`src/rtl/palette_pkg.sv`:
```
// -----------------------------------------------------------------------------
// palette_pkg
// Shared definitions for the palette bank:
//   - pal_state_t     : init-sequencer states (ST_INIT, ST_RUN)
//   - DEFAULT_PAL     : 16-entry power-on colour table loaded into every bank
//   - TRANSPARENT_IDX : colour index reported as transparent (optional feature)
//   - default_rgb()   : default colour for any index (0 beyond the table)
// -----------------------------------------------------------------------------
package palette_pkg;

    typedef enum logic {
        ST_INIT = 1'b0,
        ST_RUN  = 1'b1
    } pal_state_t;

    localparam int PAL_N           = 16;
    localparam int PAL_W           = 24;
    localparam int TRANSPARENT_IDX = 0;

    localparam logic [PAL_W-1:0] DEFAULT_PAL [PAL_N] = '{
        24'hff4295, 24'h321a07, 24'hc7ab62, 24'hae3f00,
        24'h756332, 24'hf6f2cf, 24'ha08548, 24'h000000,
        24'h000000, 24'h000000, 24'h000000, 24'h000000,
        24'h000000, 24'h000000, 24'h000000, 24'h000000
    };

    // Indexes past the table (wide IDX_W builds) default to black.
    function automatic logic [PAL_W-1:0] default_rgb(input logic [31:0] idx);
        return (idx < 32'd16) ? DEFAULT_PAL[idx[3:0]] : '0;
    endfunction

endpackage

```
`src/rtl/palette_ram.sv`:
```
// -----------------------------------------------------------------------------
// palette_ram
// Simple dual-port synchronous RAM, read-first (a read and write to the same
// address on the same edge returns the old word). No reset on the array so it
// maps onto block RAM.
//   i_clk            clock
//   i_we/i_waddr/i_wdata   write port
//   i_re/i_raddr          read port (address registered internally)
//   o_rdata          read data, valid the cycle after i_re
// -----------------------------------------------------------------------------
module palette_ram #(
    parameter int DEPTH = 64,
    parameter int WIDTH = 24,
    parameter int AW    = 6
) (
    input  logic             i_clk,
    input  logic             i_we,
    input  logic [AW-1:0]    i_waddr,
    input  logic [WIDTH-1:0] i_wdata,
    input  logic             i_re,
    input  logic [AW-1:0]    i_raddr,
    output logic [WIDTH-1:0] o_rdata
);

    logic [WIDTH-1:0] r_mem [DEPTH];
    logic [WIDTH-1:0] r_rdata;

    always_ff @(posedge i_clk) begin
        if (i_we)
            r_mem[i_waddr] <= i_wdata;
        if (i_re)
            r_rdata <= r_mem[i_raddr];
    end

    assign o_rdata = r_rdata;

endmodule

```
`src/rtl/palette_bank.sv`:
```
// -----------------------------------------------------------------------------
// palette_bank
// Multi-bank colour palette: {rd_bank, rd_index} -> RGB with a 2-cycle
// registered read pipeline. After reset an init sequencer fills every bank
// with DEFAULT_PAL (one entry per cycle); afterwards external writes are
// accepted.
//   Clk, Reset_n (sync, active low)
//   rd_valid_i, rd_bank, rd_index  -> rd_valid_o, RGB  (latency 2)
//   wr_en, wr_bank, wr_index, wr_rgb, wr_ready
//   init_busy                      init sequencer running
//   transparent                    only with PALETTE_TRANSPARENCY_EN defined
// Optional feature macro: PALETTE_TRANSPARENCY_EN
// -----------------------------------------------------------------------------
module palette_bank
    import palette_pkg::*;
#(
    parameter  int IDX_W     = 4,
    parameter  int NUM_BANKS = 4,
    parameter  int RGB_W     = 24,
    localparam int BANK_W    = (NUM_BANKS > 1) ? $clog2(NUM_BANKS) : 1
) (
    input  logic              Clk,
    input  logic              Reset_n,
    input  logic              rd_valid_i,
    input  logic [BANK_W-1:0] rd_bank,
    input  logic [IDX_W-1:0]  rd_index,
    output logic              rd_valid_o,
    output logic [RGB_W-1:0]  RGB,
    input  logic              wr_en,
    input  logic [BANK_W-1:0] wr_bank,
    input  logic [IDX_W-1:0]  wr_index,
    input  logic [RGB_W-1:0]  wr_rgb,
    output logic              wr_ready,
`ifdef PALETTE_TRANSPARENCY_EN
    output logic              init_busy,
    output logic              transparent
`else
    output logic              init_busy
`endif
);

    localparam int DEPTH   = 2 ** IDX_W;
    localparam int ENTRIES = NUM_BANKS * DEPTH;
    localparam int ADDR_W  = BANK_W + IDX_W;
    localparam int STAGES  = 2;
    localparam logic [ADDR_W-1:0] LAST_ADDR = ADDR_W'(ENTRIES - 1);
    localparam logic [BANK_W:0]   NB        = (BANK_W + 1)'(NUM_BANKS);

    // ---------------------------------------------------------------- FSM
    pal_state_t        r_state;
    pal_state_t        w_state_nxt;
    logic [ADDR_W-1:0] r_init_cnt;
    logic              w_init_we;

    always_ff @(posedge Clk) begin
        if (!Reset_n) begin
            r_state    <= ST_INIT;
            r_init_cnt <= '0;
        end else begin
            r_state <= w_state_nxt;
            if (r_state == ST_INIT)
                r_init_cnt <= r_init_cnt + 1'b1;
        end
    end

    always_comb begin
        w_state_nxt = r_state;
        case (r_state)
            ST_INIT: if (r_init_cnt == LAST_ADDR) w_state_nxt = ST_RUN;
            ST_RUN:  w_state_nxt = ST_RUN;
            default: w_state_nxt = ST_INIT;
        endcase
    end

    always_comb begin
        init_busy = (r_state == ST_INIT);
        wr_ready  = (r_state != ST_INIT);
        // No init writes while reset is held; the counter is parked at 0.
        w_init_we = (r_state == ST_INIT) && Reset_n;
    end

    // ---------------------------------------------------------- write mux
    logic              w_wr_bank_ok;
    logic              w_ram_we;
    logic [ADDR_W-1:0] w_ram_waddr;
    logic [RGB_W-1:0]  w_ram_wdata;
    logic [RGB_W-1:0]  w_init_data;

    assign w_wr_bank_ok = ({1'b0, wr_bank} < NB);
    assign w_init_data  = RGB_W'(default_rgb(32'(r_init_cnt[IDX_W-1:0])));
    assign w_ram_we     = w_init_we || (wr_en && wr_ready && w_wr_bank_ok);
    assign w_ram_waddr  = w_init_we ? r_init_cnt  : {wr_bank, wr_index};
    assign w_ram_wdata  = w_init_we ? w_init_data : wr_rgb;

    // ---------------------------------------------------------- read path
    logic              w_rd_bank_ok;
    logic [ADDR_W-1:0] w_ram_raddr;
    logic [RGB_W-1:0]  w_ram_rdata;
    logic [STAGES-1:0] r_vld_pipe;
    logic              r_s1_zero;
    logic [RGB_W-1:0]  r_rgb;

    assign w_rd_bank_ok = ({1'b0, rd_bank} < NB);
    // Out-of-range banks read entry 0; the result is forced to 0 anyway.
    assign w_ram_raddr  = w_rd_bank_ok ? {rd_bank, rd_index} : '0;

    palette_ram #(
        .DEPTH (ENTRIES),
        .WIDTH (RGB_W),
        .AW    (ADDR_W)
    ) u_ram (
        .i_clk   (Clk),
        .i_we    (w_ram_we),
        .i_waddr (w_ram_waddr),
        .i_wdata (w_ram_wdata),
        .i_re    (rd_valid_i),
        .i_raddr (w_ram_raddr),
        .o_rdata (w_ram_rdata)
    );

    always_ff @(posedge Clk) begin
        if (!Reset_n) begin
            r_vld_pipe <= '0;
            r_s1_zero  <= 1'b0;
            r_rgb      <= '0;
        end else begin
            r_vld_pipe <= {r_vld_pipe[STAGES-2:0], rd_valid_i};
            // Requests issued during init (including its last cycle) or to a
            // nonexistent bank return black.
            r_s1_zero  <= init_busy || !w_rd_bank_ok;
            // RGB holds its last value when no result emerges.
            if (r_vld_pipe[0])
                r_rgb <= r_s1_zero ? '0 : w_ram_rdata;
        end
    end

    assign rd_valid_o = r_vld_pipe[STAGES-1];
    assign RGB        = r_rgb;

`ifdef PALETTE_TRANSPARENCY_EN
    logic [IDX_W-1:0] r_s1_idx;
    logic             r_transp;

    always_ff @(posedge Clk) begin
        if (!Reset_n) begin
            r_s1_idx <= '0;
            r_transp <= 1'b0;
        end else begin
            r_s1_idx <= rd_index;
            r_transp <= r_vld_pipe[0] && (r_s1_idx == IDX_W'(TRANSPARENT_IDX));
        end
    end

    assign transparent = r_transp;
`endif

endmodule

```
`config.mk`:
```
export PLATFORM = sky130hd
export DESIGN_NAME = palette_bank
export DESIGN_NICKNAME = d
export VERILOG_FILES = /design/src/rtl/palette_pkg.sv /design/src/rtl/palette_ram.sv /design/src/rtl/palette_bank.sv
export SDC_FILE = /design/constraint.sdc
export NUM_CORES = 1
export LEC_CHECK = 0
export CAP_MARGIN = 30
export CORE_MARGIN = 1
export CORE_UTILIZATION = 50
export DETAILED_ROUTE_END_ITERATION = 8
export PLACE_DENSITY = 0.68
export SYNTH_ARGS = -nofsm -noshare
export SYNTH_HDL_FRONTEND = slang
export SYNTH_SLANG_ARGS = --single-unit
```
`constraint.sdc`:
```
create_clock -name Clk -period 6.2 [get_ports Clk]
set_clock_uncertainty 0.1 [all_clocks]
set_input_delay 0.62 -clock Clk [delete_from_list [all_inputs] [get_ports Clk]]
set_output_delay 0.62 -clock Clk [all_outputs]
set_load 0.05 [all_outputs]
```
* After elaboration in Yosys (flattened, before gate mapping)
Memory sizes are Yosys's and may differ from the RTL's. A register that Yosys moved wholly into a read port is not among the register bits.
Index checks and enable logic that the tools add are counted.
** Cells by class
- Eq/ne operators :: 1
- $lt $le $gt $ge :: 1
- Add/subtract/negate cells :: 1
- Reductions and logical operators :: 3
- Muxes and demuxes :: 9
- Bitwise operators :: 2
** Operator list (number)
- $mux W24 :: 4
- $add A6 B1 Y6 const B :: 1
- $eq A6 B6 Y1 const B :: 1
- $mux W6 :: 1
- $ge A5 B5 Y1 const B :: 1
- $not A4 Y5 :: 1
- $mux W1 :: 3
- $logic_and A1 B1 Y1 :: 2
- $pmux W1 S2 :: 1
- $logic_or A1 B1 Y1 :: 1
- $not A1 Y1 :: 1
** Word-level totals
- Logic and storage cells :: 24
- Output and inout bits :: 27
- Memories kept :: 2
- Memory bits (read-only) :: 384
- Bits in registers :: 34
- Input port bits :: 40
- Bits in writable memories :: 1536
** Memories
- u_ram.r_mem :: words 64, width 24, read ports 1, clocked after memory_dff 1, write ports 1, line palette_ram.sv:25 : logic [WIDTH-1:0] r_mem [DEPTH];
- (name not given) :: words 16, width 24, read ports 1, clocked after memory_dff 0, write ports 0, line palette_pkg.sv:29 : return (idx < 32'd16) ? DEFAULT_PAL[idx[3:0]] : '0;

* Longest topological paths before layout
- Depth in word-level cells :: 5
- Mapped depth :: 9
- Gate-level depth less buffers :: 6

* Modules after synthesis
From an unflattened synthesis, not the netlist that was laid out.
** Unflattened totals
- Cell total of the unflattened synthesis :: 2849
- Area total of the unflattened synthesis :: 61575.3 um^2
** By module, submodules not included
- palette_ram :: seq. area each 46844.9 um^2, times used 1, cells an instance 2610, area each 59535.8 um^2
- palette_bank :: seq. area each 680.7 um^2, times used 1, cells an instance 239, area each 2039.5 um^2

* Worst setup path before layout
OpenSTA, ideal clock, no wires.
- Path type :: in2reg
- Start :: input Reset_n
- End :: memory u_ram.r_mem[0][11] (data pin)
- Path slack :: 0.072 ns
- Path buffers :: 4
- Arrival :: 5.123 ns
- Stages on the path :: 6
- Data required time :: 5.195 ns
- Setup time :: 0.905 ns
- Cells stage by stage :: clkbuf_1 nand2b_1 buf_2 buf_2 buf_1 o41ai_1
** Between the ends
- Longest elaborated chain between the ends :: 2
** Ends and longest elaborated chain
- start, declared :: line palette_bank.sv:23 : input logic Reset_n,
- $logic_and A1 B1 Y1 :: line palette_bank.sv:79 : w_init_we = (r_state == ST_INIT) && Reset_n;
- $mux W24 :: line palette_bank.sv:93 : assign w_ram_wdata = w_init_we ? w_init_data : wr_rgb;
- net u_ram.i_wdata[11] :: line palette_ram.sv:19 : input logic [WIDTH-1:0] i_wdata,
- end, declared :: line palette_ram.sv:25
The timed path passes the listed nets, and every way through them passes these cells.

* Worst setup path after layout
- Start :: register r_state, in the netlist wr_ready
- End :: memory u_ram.r_mem[58][19] (enable)
** Between the ends
- Longest elaborated chain between the ends :: 5
- Elaborated cells between the ends (all ways) :: 7
- Classes of those cells :: mux (3); bitwise (1); reduce/logical (3)
** Ends and longest elaborated chain
- start, declared :: line palette_bank.sv:50 : pal_state_t r_state;
- start signal, assigned :: line palette_bank.sv:60 : r_state <= w_state_nxt;
- $not A1 Y1
- $logic_and A1 B1 Y1 :: line palette_bank.sv:79
- $logic_or A1 B1 Y1 :: line palette_bank.sv:91 : assign w_ram_we = w_init_we || (wr_en && wr_ready && w_wr_bank_ok);
- $mux W1 :: line palette_ram.sv:29 : if (i_we)
- $mux W1 (implied by the code) :: line palette_ram.sv:30 : r_mem[i_waddr] <= i_wdata;
Parallel ways exist; a longest one is shown, timed or not.

==> flow_metrics.env <==
export IMPL_status="complete, no violations"
export IMPL_fin_crit_ns=3.481
export IMPL_routabilityCongestion=0.8626
export IMPL_power_frac_seq_pct=54.1
export IMPL_dieWidth_um=353.9
export IMPL_slew_viol_final=0
export IMPL_p_int_w=0.01746
export IMPL_cts_max_level=4
export IMPL_worstMarginPinSlew_ns=1.028
export IMPL_drcViolationCount=0
export IMPL_die_h_um=353.9
export IMPL_routed_wl_mm=146.1
export IMPL_vias=30440
export IMPL_cts_tree="done"
export IMPL_postCtsSetupBuffers=0
export IMPL_yosys_area_top_type="edfxtp_1"
export IMPL_grt_setup_unrepaired="false"
export IMPL_setup_tns_ns=0
export IMPL_setup_viol=0
export IMPL_place_hpwl_mm=84.59
export IMPL_cp_required_ns=6.58
export IMPL_syn_num_nets=2992
export IMPL_coreArea_sq_mm=0.1224
export IMPL_clk_latency_ns=0.78
export IMPL_fin_util_pct=57.14
export IMPL_clk_pin_slew_ns=0.06
export IMPL_reg2reg_from="wr_ready"
export IMPL_numCtsBuffers=150
export IMPL_layout_drive_gt1_share_pct=27.76
export IMPL_max_freq_ghz=0.2873
export IMPL_finalHoldViolCount=0
export IMPL_first_pass_iters=7
export IMPL_die_area_sq_mm=0.1253
export IMPL_combPwrFrac_pct=6.3
export IMPL_netlist_top_cells_count="edfxtp_1, mux4_2, mux2_2"
export IMPL_hold_path_startpoint="u_ram.o_rdata[18]"
export IMPL_ys_types=50
export IMPL_syn_avg_cell_area_sq_um=21.04
export IMPL_slew_headroom_pct=30.76
export IMPL_fin_crit_sh_pct=56.15
export IMPL_ant_nets=0
export IMPL_r2r_slack_ns=2.72
export IMPL_fill_cells=8755
export IMPL_clock_path_buffers=3
export IMPL_nets=3178
export IMPL_cts_root_buf="clkbuf_16"
export IMPL_worst_ep_arrival_time_ns=3.86
export IMPL_grt_max_degree=105
export IMPL_peakVddDrop_mv=0.3106
export IMPL_synth_top_flop_cell="edfxtp_1"
export IMPL_ys_ff_latch=1594
export IMPL_cap_violations=0
export IMPL_holdPathStages=2
export IMPL_path_max_fanout=41
export IMPL_hold_end="RGB[18]"
export IMPL_synth_seq_area_share_pct=76.75
export IMPL_leakage_nw=21.97
export IMPL_p_clk_share_pct=39.5
export IMPL_viasPerCell=6.242
export IMPL_io_buffers=66
export IMPL_synth_top_area_share_pct=75.65
export IMPL_cts_sinks=1594
export IMPL_overflow=0
export IMPL_postCtsHoldBufs=0
export IMPL_grt_pass1_vias=30240
export IMPL_ff2ff_path_depth=7
export IMPL_r2r_end="u_ram.r_mem[58][19]"
export IMPL_track_usage_pct=23.43
export IMPL_drt_iter0_markers=3968
export IMPL_antenna_found_initial=3
export IMPL_yosysWarnings=0
export IMPL_syn_inst=2943
export IMPL_avgRoutedWirePerCell_um=29.97
export IMPL_p_sw_share_pct=21.92
export IMPL_power_density_mw_per_mm2=319.9
export IMPL_ctsResizeCount=0
export IMPL_critPathLaunchType="flip-flop"
export IMPL_critPathKind="reg -> reg"
export IMPL_hp_class="reg -> reg"
export IMPL_worstSetupEndpointType="flip-flop"
export IMPL_synth_most_common_cell="edfxtp_1"
export IMPL_rows=128
export IMPL_mappedNetlistArea_sq_mm=0.06192
export IMPL_synth_area_top_cells="edfxtp_1, mux4_2, mux2_2, mux2i_1, dfxtp_1"
export IMPL_start_util_pct=50.61
export IMPL_grt_pass1_wl_mm=210.6
export IMPL_ios=67
export IMPL_async_reset_ff_share_pct=0
export IMPL_area_growth_pct=12.91
export IMPL_power_switching_w=0.004902
export IMPL_synth_edf_count=1560
[cells in the final DEF, fill, tap and decap left out, types with 8 or more instances in the layout]
cell type,count
a211oi_1,53
a21oi_1,78
a221o_1,14
a221oi_1,21
and2_1,9
buf_12,12
buf_4,115
bufinv_16,10
clkbuf_1,37
clkbuf_16,151
clkdlybuf4s50_1,61
clkinv_1,31
clkinv_2,22
dfxtp_1,34
edfxtp_1,1560
ha_1,9
inv_6,9
mux2_2,146
mux2i_1,109
mux4_2,316
nand2_1,46
nand3b_1,8
nor2_1,17
nor2_2,65
nor2b_1,71
nor3_1,20
o21ai_0,47
o22ai_1,74
[stage by stage]
stage	hold WS [ns]	power [W]	setup slack, ns	cell area (sq um)	instances
final	0.4429	0.02237	2.719	69920	4876
after floorplan	0.3699	0.01315	0.07243	61920	2943
after global placement	0.4086	0.01368	1.734	64980	4588
after global routing	0.4792	0.02294	2.526	69910	4874
after CTS	0.4448	0.02248	2.792	69890	4873
after detailed placement	0.4310	0.01374	2.141	65180	4601
[state kept, by name (all words and copies together) (netlist names)]
name	count
r_init_cnt	6
RGB	24
u_ram.o_rdata	24
u_ram.r_mem	1536
wr_ready	1
r_vld_pipe	2
r_s1_zero	1
[logic make-up after synthesis]
group | Yosys count | share of synthesized area, %
xor+xnor | 2 | 0.02829
fa+ha+maj | 9 | 0.1819
simple gates | 268 | 2.164
flops | 1594 | 76.75
buf+inv | 175 | 1.590
mux | 571 | 15.91
compound gates | 324 | 3.376
[power by group through the flow]
stage                     Combinational [W]  Clock, W  Sequential, W
after floorplan                    0.000794         0         0.0124
after global placement              0.00134         0         0.0123
after detailed placement            0.00140         0         0.0123
after CTS                           0.00141   0.00896         0.0121
after global routing                0.00148   0.00935         0.0121
final                               0.00141   0.00884         0.0121
[critical path, stage by stage, from the launching register on]
cell and delay (ns):
dfxtp_1 0.49, nand2b_2 0.35, buf_4 0.52, nand3b_1 0.14
o21ai_0 0.15, nand2_1 0.50, nor2_2 0.67, buf_16 0.23
[layout make-up]
cell class,count,area (sq um),share of cell area (%)
Sequential cell,1594,47530,67.97
Antenna cell,2,5.005,0.007158
Clock buffer,188,3918,5.603
Multi-Input combinational cell,1174,13730,19.64
Tap cell,1625,2033,2.908
Clock inverter,84,794.5,1.136
Timing Repair Buffer,201,1883,2.693
Inverter,8,30.03,0.04295
[how the worst max path moves through the flow]
stage | from | end | cells past startpoint
global route | wr_ready | u_ram.r_mem[58][8] | 7
global placement | Reset_n | u_ram.r_mem[58][20] | 8
CTS | wr_ready | u_ram.r_mem[58][17] | 7
finish | wr_ready | u_ram.r_mem[58][19] | 7
detailed placement | Reset_n | u_ram.r_mem[58][11] | 9
floorplan | Reset_n | u_ram.r_mem[0][11] | 6
[routing by layer]
layer | global-route usage [%] | up-vias | share of wire (%)
met3 | 4.840 | 223 | 8.8
met2 | 36.46 | 1550 | 47
met4 | 7.793 | 2 | 3.1
met5 | 0 | - | 0.0089
met1 | 33.38 | 16030 | 41
li1 | - | 12630 | -
Note: power is estimated with default switching activity, not from simulation.
